<file path="config.mk">
export PLATFORM = sky130hd
export DESIGN_NAME = prg_upload
export DESIGN_NICKNAME = d
export VERILOG_FILES = /design/src/rtl/vic20_io_pkg.sv /design/src/rtl/spi_tx_shifter.sv /design/src/rtl/prg_upload.sv
export SDC_FILE = /design/constraint.sdc
export NUM_CORES = 1
export LEC_CHECK = 0
export ABC_AREA = 1
export CAP_MARGIN = 20
export CORE_MARGIN = 5
export CORE_UTILIZATION = 64
export CTS_CLUSTER_DIAMETER = 80
export DETAILED_ROUTE_END_ITERATION = 7
export DONT_BUFFER_PORTS = 1
export PLACE_DENSITY = 0.8
export SLEW_MARGIN = 25
export SYNTH_ARGS = -nofsm -noshare
export SYNTH_HDL_FRONTEND = slang
export SYNTH_SLANG_ARGS = --single-unit
</file>
<file path="constraint.sdc">
create_clock -name clk_sys -period 3.17 [get_ports clk_sys]
set_input_delay 0 -clock clk_sys [delete_from_list [all_inputs] [get_ports clk_sys]]
set_output_delay 0 -clock clk_sys [all_outputs]
set_load 0.05 [all_outputs]
</file>
<file path="src/rtl/vic20_io_pkg.sv">
// Shared definitions for the VIC-20 host I/O blocks.
//   upl_state_t      : control FSM states of the PRG upload path
//   PTR_BASE_DEFAULT : address of the TXTTAB low byte in zero page
//   UNDERRUN_BYTE    : byte sent when the host outruns the memory fetch
//   PAD_BYTE         : byte sent once the stream has ended
//   stream_len()     : PRG image length (2-byte header + payload)
package vic20_io_pkg;

    typedef enum logic [3:0] {
        IDLE,
        PTR0,
        PTR1,
        PTR2,
        PTR3,
        HDR0,
        HDR1,
        FETCH,
        WAIT_SLOT,
        DONE
    } upl_state_t;

    localparam logic [15:0] PTR_BASE_DEFAULT = 16'h002B;
    localparam logic [7:0]  UNDERRUN_BYTE    = 8'hFF;
    localparam logic [7:0]  PAD_BYTE         = 8'h00;

    // The payload is the bytes from start up to (but excluding) end, walking
    // a 16-bit address that wraps. The modular difference therefore gives the
    // payload size, including a program that straddles $FFFF, and collapses
    // to zero when start equals end.
    function automatic logic [16:0] stream_len(input logic [15:0] start_addr,
                                               input logic [15:0] end_addr);
        logic [15:0] diff;
        diff = end_addr - start_addr;
        return {1'b0, diff} + 17'd2;
    endfunction

endpackage

</file>
<file path="src/rtl/spi_tx_shifter.sv">
// SPI slave transmitter for the upload stream (mode 0, MSB first).
//   clk_sys, reset_n : system clock, synchronous active-low reset
//   spi_sck, spi_ss  : asynchronous host clock and active-low select
//   spi_do           : MISO, driven 1 while deselected
//   hold_full/data   : parent's holding register and its full flag
//   stream_end       : parent has no more bytes; empty loads become padding
//   take             : one-cycle pulse, holding register consumed
//   underrun_pulse   : one-cycle pulse, a byte was needed but none was ready
//   live             : a real stream byte is still waiting to be shifted out
module spi_tx_shifter
    import vic20_io_pkg::*;
(
    input  logic       clk_sys,
    input  logic       reset_n,
    input  logic       spi_sck,
    input  logic       spi_ss,
    output logic       spi_do,
    input  logic       hold_full,
    input  logic [7:0] hold_data,
    input  logic       stream_end,
    output logic       take,
    output logic       underrun_pulse,
    output logic       live
);

    logic [2:0] sck_sync_reg;
    logic [2:0] ss_sync_reg;
    logic [2:0] bit_cnt_reg;
    logic [7:0] shift_reg;
    logic       fresh_reg;      // loaded byte whose first bit is not yet sampled
    logic       live_reg;

    logic       sck_rise;
    logic       sck_fall;
    logic       ss_active;
    logic       ss_fall;
    logic       load;
    logic [7:0] load_byte;

    always_ff @(posedge clk_sys) begin
        if (!reset_n) begin
            sck_sync_reg <= 3'b000;
            ss_sync_reg  <= 3'b111;
        end else begin
            sck_sync_reg <= {sck_sync_reg[1:0], spi_sck};
            ss_sync_reg  <= {ss_sync_reg[1:0], spi_ss};
        end
    end

    assign sck_rise  = sck_sync_reg[1] & ~sck_sync_reg[2];
    assign sck_fall  = ~sck_sync_reg[1] & sck_sync_reg[2];
    assign ss_active = ~ss_sync_reg[1];
    assign ss_fall   = ~ss_sync_reg[1] & ss_sync_reg[2];

    // A byte is loaded when select asserts (unless an untouched byte is
    // already waiting) and on the falling edge that ends each 8-bit frame,
    // so bit 7 is on the wire before the host's first rising edge.
    assign load = ss_active &
                  (ss_fall ? ~fresh_reg : (sck_fall && (bit_cnt_reg == 3'd0)));

    always_comb begin
        load_byte = UNDERRUN_BYTE;
        if (hold_full) begin
            load_byte = hold_data;
        end else if (stream_end) begin
            load_byte = PAD_BYTE;
        end
    end

    assign take           = load & hold_full;
    assign underrun_pulse = load & ~hold_full & ~stream_end;

    always_ff @(posedge clk_sys) begin
        if (!reset_n) begin
            bit_cnt_reg <= 3'd0;
            shift_reg   <= 8'hFF;
            fresh_reg   <= 1'b0;
            live_reg    <= 1'b0;
        end else if (!ss_active) begin
            bit_cnt_reg <= 3'd0;
            // Keep only an intact real byte; a partly shifted byte is
            // dropped, and stale padding must not survive the gap.
            if (!(fresh_reg && live_reg)) begin
                fresh_reg <= 1'b0;
                live_reg  <= 1'b0;
            end
        end else begin
            if (load) begin
                shift_reg <= load_byte;
                fresh_reg <= 1'b1;
                live_reg  <= hold_full;
            end else if (sck_fall) begin
                shift_reg <= {shift_reg[6:0], 1'b0};
            end
            if (sck_rise) begin
                bit_cnt_reg <= bit_cnt_reg + 3'd1;
                fresh_reg   <= 1'b0;
                if (bit_cnt_reg == 3'd7) begin
                    live_reg <= 1'b0;
                end
            end
        end
    end

    assign spi_do = ss_active ? shift_reg[7] : 1'b1;
    assign live   = live_reg;

endmodule

</file>
<file path="src/rtl/prg_upload.sv">
// Streams the BASIC program out of VIC-20 RAM as a PRG image over SPI.
//   clk_sys, reset_n : system clock, synchronous active-low reset
//   start            : one-cycle pulse starting an upload (ignored when busy)
//   clkref           : memory slot strobe, reads are issued only when high
//   mem_addr/mem_rd  : read port, mem_rd held until mem_ack
//   mem_ack/mem_din  : read completion with data in the same cycle
//   spi_sck/ss/do    : host SPI channel (asynchronous inputs)
//   busy             : upload in progress until the last bit is shifted out
//   upload_len       : total stream length including the 2-byte header
//   ptr_ok           : pointers captured, upload_len valid
//   underrun         : sticky, host clocked a byte before it was ready
module prg_upload
    import vic20_io_pkg::*;
#(
    parameter logic [15:0] PTR_BASE = PTR_BASE_DEFAULT
) (
    input  logic        clk_sys,
    input  logic        reset_n,
    input  logic        start,
    input  logic        clkref,
    output logic [15:0] mem_addr,
    output logic        mem_rd,
    input  logic        mem_ack,
    input  logic [7:0]  mem_din,
    input  logic        spi_sck,
    input  logic        spi_ss,
    output logic        spi_do,
    output logic        busy,
    output logic [16:0] upload_len,
    output logic        ptr_ok,
    output logic        underrun
);

    upl_state_t  state_reg;
    upl_state_t  state_next;

    logic [7:0]  start_lo_reg;
    logic [7:0]  start_hi_reg;
    logic [7:0]  end_lo_reg;
    logic [7:0]  end_hi_reg;
    logic [15:0] cur_addr_reg;
    logic [7:0]  hold_reg;
    logic        full_reg;
    logic        rd_pend_reg;
    logic [16:0] upload_len_reg;
    logic        ptr_ok_reg;
    logic        underrun_reg;

    logic        rd_phase;
    logic        ack;
    logic        at_end;
    logic        stream_end;
    logic        take;
    logic        underrun_pulse;
    logic        live;

    assign at_end = (cur_addr_reg == {end_hi_reg, end_lo_reg});
    assign ack    = mem_ack & rd_phase;

    // State register
    always_ff @(posedge clk_sys) begin
        if (!reset_n) begin
            state_reg <= IDLE;
        end else begin
            state_reg <= state_next;
        end
    end

    // Next-state logic
    always_comb begin
        state_next = state_reg;
        case (state_reg)
            IDLE:      if (start) state_next = PTR0;
            PTR0:      if (ack) state_next = PTR1;
            PTR1:      if (ack) state_next = PTR2;
            PTR2:      if (ack) state_next = PTR3;
            PTR3:      if (ack) state_next = HDR0;
            HDR0:      if (!full_reg) state_next = HDR1;
            HDR1:      if (!full_reg) state_next = FETCH;
            FETCH: begin
                if (at_end) begin
                    state_next = DONE;
                end else if (!full_reg) begin
                    state_next = WAIT_SLOT;
                end
            end
            WAIT_SLOT: if (ack) state_next = FETCH;
            DONE:      if (!full_reg && !live) state_next = IDLE;
            default:   state_next = IDLE;
        endcase
    end

    // Output logic. The read request appears in a clkref cycle and is then
    // held by rd_pend_reg until acknowledged, whatever clkref does.
    always_comb begin
        rd_phase   = 1'b0;
        mem_addr   = 16'h0000;
        busy       = (state_reg != IDLE);
        stream_end = (state_reg == IDLE) || (state_reg == DONE) ||
                     ((state_reg == FETCH) && at_end);
        case (state_reg)
            PTR0:      begin rd_phase = 1'b1; mem_addr = PTR_BASE;         end
            PTR1:      begin rd_phase = 1'b1; mem_addr = PTR_BASE + 16'd1; end
            PTR2:      begin rd_phase = 1'b1; mem_addr = PTR_BASE + 16'd2; end
            PTR3:      begin rd_phase = 1'b1; mem_addr = PTR_BASE + 16'd3; end
            WAIT_SLOT: begin rd_phase = 1'b1; mem_addr = cur_addr_reg;     end
            default:   begin rd_phase = 1'b0; mem_addr = 16'h0000;         end
        endcase
        mem_rd = rd_phase & (clkref | rd_pend_reg);
    end

    // Datapath. The FSM only fills the holding register while it is empty
    // and the shifter only takes it while full, so set and clear of
    // full_reg never coincide.
    always_ff @(posedge clk_sys) begin
        if (!reset_n) begin
            start_lo_reg   <= 8'h00;
            start_hi_reg   <= 8'h00;
            end_lo_reg     <= 8'h00;
            end_hi_reg     <= 8'h00;
            cur_addr_reg   <= 16'h0000;
            hold_reg       <= 8'h00;
            full_reg       <= 1'b0;
            rd_pend_reg    <= 1'b0;
            upload_len_reg <= 17'd0;
            ptr_ok_reg     <= 1'b0;
            underrun_reg   <= 1'b0;
        end else begin
            rd_pend_reg <= mem_rd & ~mem_ack;

            if (take) begin
                full_reg <= 1'b0;
            end

            if ((state_reg == IDLE) && start) begin
                underrun_reg <= 1'b0;
            end else if (underrun_pulse) begin
                underrun_reg <= 1'b1;
            end

            case (state_reg)
                IDLE: begin
                    if (start) begin
                        ptr_ok_reg     <= 1'b0;
                        upload_len_reg <= 17'd0;
                    end
                end
                PTR0: if (ack) start_lo_reg <= mem_din;
                PTR1: if (ack) start_hi_reg <= mem_din;
                PTR2: if (ack) end_lo_reg   <= mem_din;
                PTR3: begin
                    if (ack) begin
                        end_hi_reg     <= mem_din;
                        upload_len_reg <= stream_len({start_hi_reg, start_lo_reg},
                                                     {mem_din, end_lo_reg});
                        ptr_ok_reg     <= 1'b1;
                        cur_addr_reg   <= {start_hi_reg, start_lo_reg};
                    end
                end
                HDR0: begin
                    if (!full_reg) begin
                        hold_reg <= start_lo_reg;
                        full_reg <= 1'b1;
                    end
                end
                HDR1: begin
                    if (!full_reg) begin
                        hold_reg <= start_hi_reg;
                        full_reg <= 1'b1;
                    end
                end
                WAIT_SLOT: begin
                    if (ack) begin
                        hold_reg     <= mem_din;
                        full_reg     <= 1'b1;
                        cur_addr_reg <= cur_addr_reg + 16'd1;
                    end
                end
                default: begin
                end
            endcase
        end
    end

    spi_tx_shifter u_shifter (
        .clk_sys        (clk_sys),
        .reset_n        (reset_n),
        .spi_sck        (spi_sck),
        .spi_ss         (spi_ss),
        .spi_do         (spi_do),
        .hold_full      (full_reg),
        .hold_data      (hold_reg),
        .stream_end     (stream_end),
        .take           (take),
        .underrun_pulse (underrun_pulse),
        .live           (live)
    );

    assign upload_len = upload_len_reg;
    assign ptr_ok     = ptr_ok_reg;
    assign underrun   = underrun_reg;

endmodule

</file>
==> impl_metrics.env <==
export IMPL_fmax_mhz=375
export IMPL_fin_setup_tns_ps=0
export IMPL_track_usage_pct=30.7
export IMPL_avgSynthCellArea_um2=6.59
export IMPL_switching_share_pct=48.9
export IMPL_fin_crit_ps=2670
export IMPL_min_period_over_period_pct=84.2
export IMPL_clk_latency_ps=370
export IMPL_clock_sinks=100
export IMPL_fp_row_count=35
export IMPL_layout_common_cells="nand2_1 (220), inv_1 (139), dfxtp_1 (100)"
export IMPL_clock_path_buffers=2
export IMPL_start_util_pct=65.4
export IMPL_hold_path_class="in2reg"
export IMPL_grt_max_degree=54
export IMPL_gr_total_overflow=0
export IMPL_num_antenna_cells=0
export IMPL_drive_gt1_share_pct=9.23
export IMPL_startpoint_type="flop"
export IMPL_ys_ff_latch=100
export IMPL_power_internal_uw=2470
export IMPL_power_share_clock_pct=16.7
export IMPL_drtAntennaViolNets=0
export IMPL_end_kind="flop"
export IMPL_seqPwrFrac_pct=34.7
export IMPL_crit_fanout=8
export IMPL_core_area_um2=9240
export IMPL_synth_warnings=0
export IMPL_hold_viol=0
export IMPL_criticalPathCategory="reg2reg"
export IMPL_finalWeightedCongestion=0.946
export IMPL_tightest_slew_ps=895
export IMPL_die_width_um=107
export IMPL_layout_nets=974
export IMPL_routedWlPerCell_um=16.0
export IMPL_required_ps=3430
export IMPL_combPwrFrac_pct=48.6
export IMPL_die_area_um2=11500
export IMPL_largest_register_ffs=17
export IMPL_drt_iter0_markers=473
export IMPL_cts_tree="done"
export IMPL_power_switching_uw=2360
export IMPL_area_delta_synth_final_pct=9.12
export IMPL_vias=6231
export IMPL_die_h_um=107
export IMPL_postLayoutCellArea_um2=6600
export IMPL_postCtsResizedCells=0
export IMPL_worstPathArrival_ps=2930
export IMPL_maxSlewViolCount=0
export IMPL_layout_commonest_cell="nand2_1"
export IMPL_io_pins=53
export IMPL_rsz0062_at_grt="no"
export IMPL_routed_wl_um=17200
export IMPL_outcome="complete, no violations"
export IMPL_dp_hpwl_um=12400
export IMPL_drc=0
export IMPL_finalSetupViolCount=0
export IMPL_ys_seq_area_share_pct=33.1
export IMPL_synth_cell_type_count=48
export IMPL_antenna_found_initial=1
export IMPL_dr_pass1_iters=6
export IMPL_maxCapViolCount=0
export IMPL_clkTransAtPathRegs_ps=110
export IMPL_cts_buffers=9
export IMPL_syn_inst=917
export IMPL_powerDensity_nw_per_um2=732
export IMPL_slew_limit_headroom_pct=40.0
export IMPL_synth_nets=953
export IMPL_first_global_vias=5891
export IMPL_postLayoutCoreUtil_pct=71.4
export IMPL_grt_first_pass_wirelength_um=28600
export IMPL_cts_root_buf="clkbuf_8"
export IMPL_place_area_um2=6220
export IMPL_vdd_ir_drop_max_mv=0.499
export IMPL_cts_max_level=3
export IMPL_viasPerCell=5.81
export IMPL_skew_ps=16.2
export IMPL_p_leak_uw=0.00288
export IMPL_synth_area_um2=6050
export IMPL_port_buffers=0
final timing paths:
kind / startpoint / end / slack [ps] / depth (start not counted)
worst min register to register: u_shifter.ss_sync_reg[0] / u_shifter.ss_sync_reg[1] / 420 / 1
worst max register to register: cur_addr_reg[1] / underrun / 500 / 11
worst min-delay path: mem_ack / full_reg / 80 / 4
worst max-delay path: cur_addr_reg[1] / underrun / 500 / 11
layout make-up:
| class | instances | area, um2 |
|---|---|---|
| Clock buffer | 10 | 138 |
| Clock inverter | 6 | 55.1 |
| Timing Repair Buffer | 36 | 325 |
| Sequential cell | 100 | 2000 |
| Multi-Input combinational cell | 643 | 3360 |
| Fill cell | 802 | 2640 |
| Inverter | 148 | 556 |
| Tap cell | 129 | 161 |
per-layer routing:
layer  GRT usage (%)  part of all wire [%]
met5               0                 0.076
met4            12.6                   3.5
met3            6.02                   8.2
met2            51.4                    46
met1            38.6                    42
cell families (layout without fill, tap and decap cells):
group	after synthesis	after routing	share of synthesized area, %
AND/OR/NAND/NOR	389	389	29.0
XOR/XNOR	10	10	1.45
AO/OA/AOI/OAI	223	223	20.6
buffers and inverters	174	200	11.4
adder cells (fa/ha/maj)	21	21	4.47
flip-flops	100	100	33.1
worst max-delay path, stage by stage (launching register included):
cell and delay (ps):
dfxtp_1 360, inv_1 200, nand2_1 80, a21oi_1 160
nand4_1 120, nor2_1 170, nand2_1 170, o21ai_0 280
inv_1 200, o21ai_0 200, a21oi_1 50, dlygate4sd3_1 560
metrics by stage:
step                hold slack, ps  cells  setup WS, ps  power (uW)
detailed placement            89.2   1038           662        3950
floorplan                     79.3    917           833        3460
CTS                           73.0   1072           607        4800
finish                        83.7   1072           500        4830
global route                  85.8   1072           311        5190
global placement              81.2   1038           786        3890
power by group through the flow:
stage | clock (uW) | sequential [uW] | combinational (uW)
global route | 869 | 1700 | 2620
floorplan | 0 | 1660 | 1800
detailed placement | 0 | 1700 | 2260
global placement | 0 | 1690 | 2200
CTS | 818 | 1670 | 2310
finish | 805 | 1680 | 2350
Yosys cell counts, drive strengths merged:
library cell | number | share of area, %
o21ai | 94 | 7.9
inv | 147 | 9.1
a22oi | 1 | 0.12
nor4 | 3 | 0.41
clkbuf | 12 | 0.74
ha | 20 | 4.1
o31ai | 1 | 0.12
a211o | 1 | 0.14
a31oi | 3 | 0.31
o211ai | 9 | 1.2
nand4 | 18 | 1.9
nor3b | 1 | 0.21
nand3b | 7 | 0.87
nand2 | 227 | 14
xor2 | 6 | 0.87
fa | 1 | 0.33
nor2 | 76 | 5.6
dfxtp | 100 | 33
buf | 14 | 1.5
clkinv | 1 | 0.062
o221ai | 8 | 1.2
a21o | 1 | 0.12
a221oi | 1 | 0.14
a21oi | 89 | 7.4
nand3 | 36 | 3.5
nor3 | 13 | 1.3
a41oi | 2 | 0.29
o2111ai | 1 | 0.14
o22ai | 4 | 0.41
or2 | 8 | 0.83
a211oi | 7 | 0.95
xnor2 | 4 | 0.58
o21a | 1 | 0.12
repair_timing:
item                                   4_1_cts  5_1_grt
endpoints found under the hold margin       64        0
hold buffers                                18        0
setup buffers                                0        0
(Power assumes the default switching activity.)
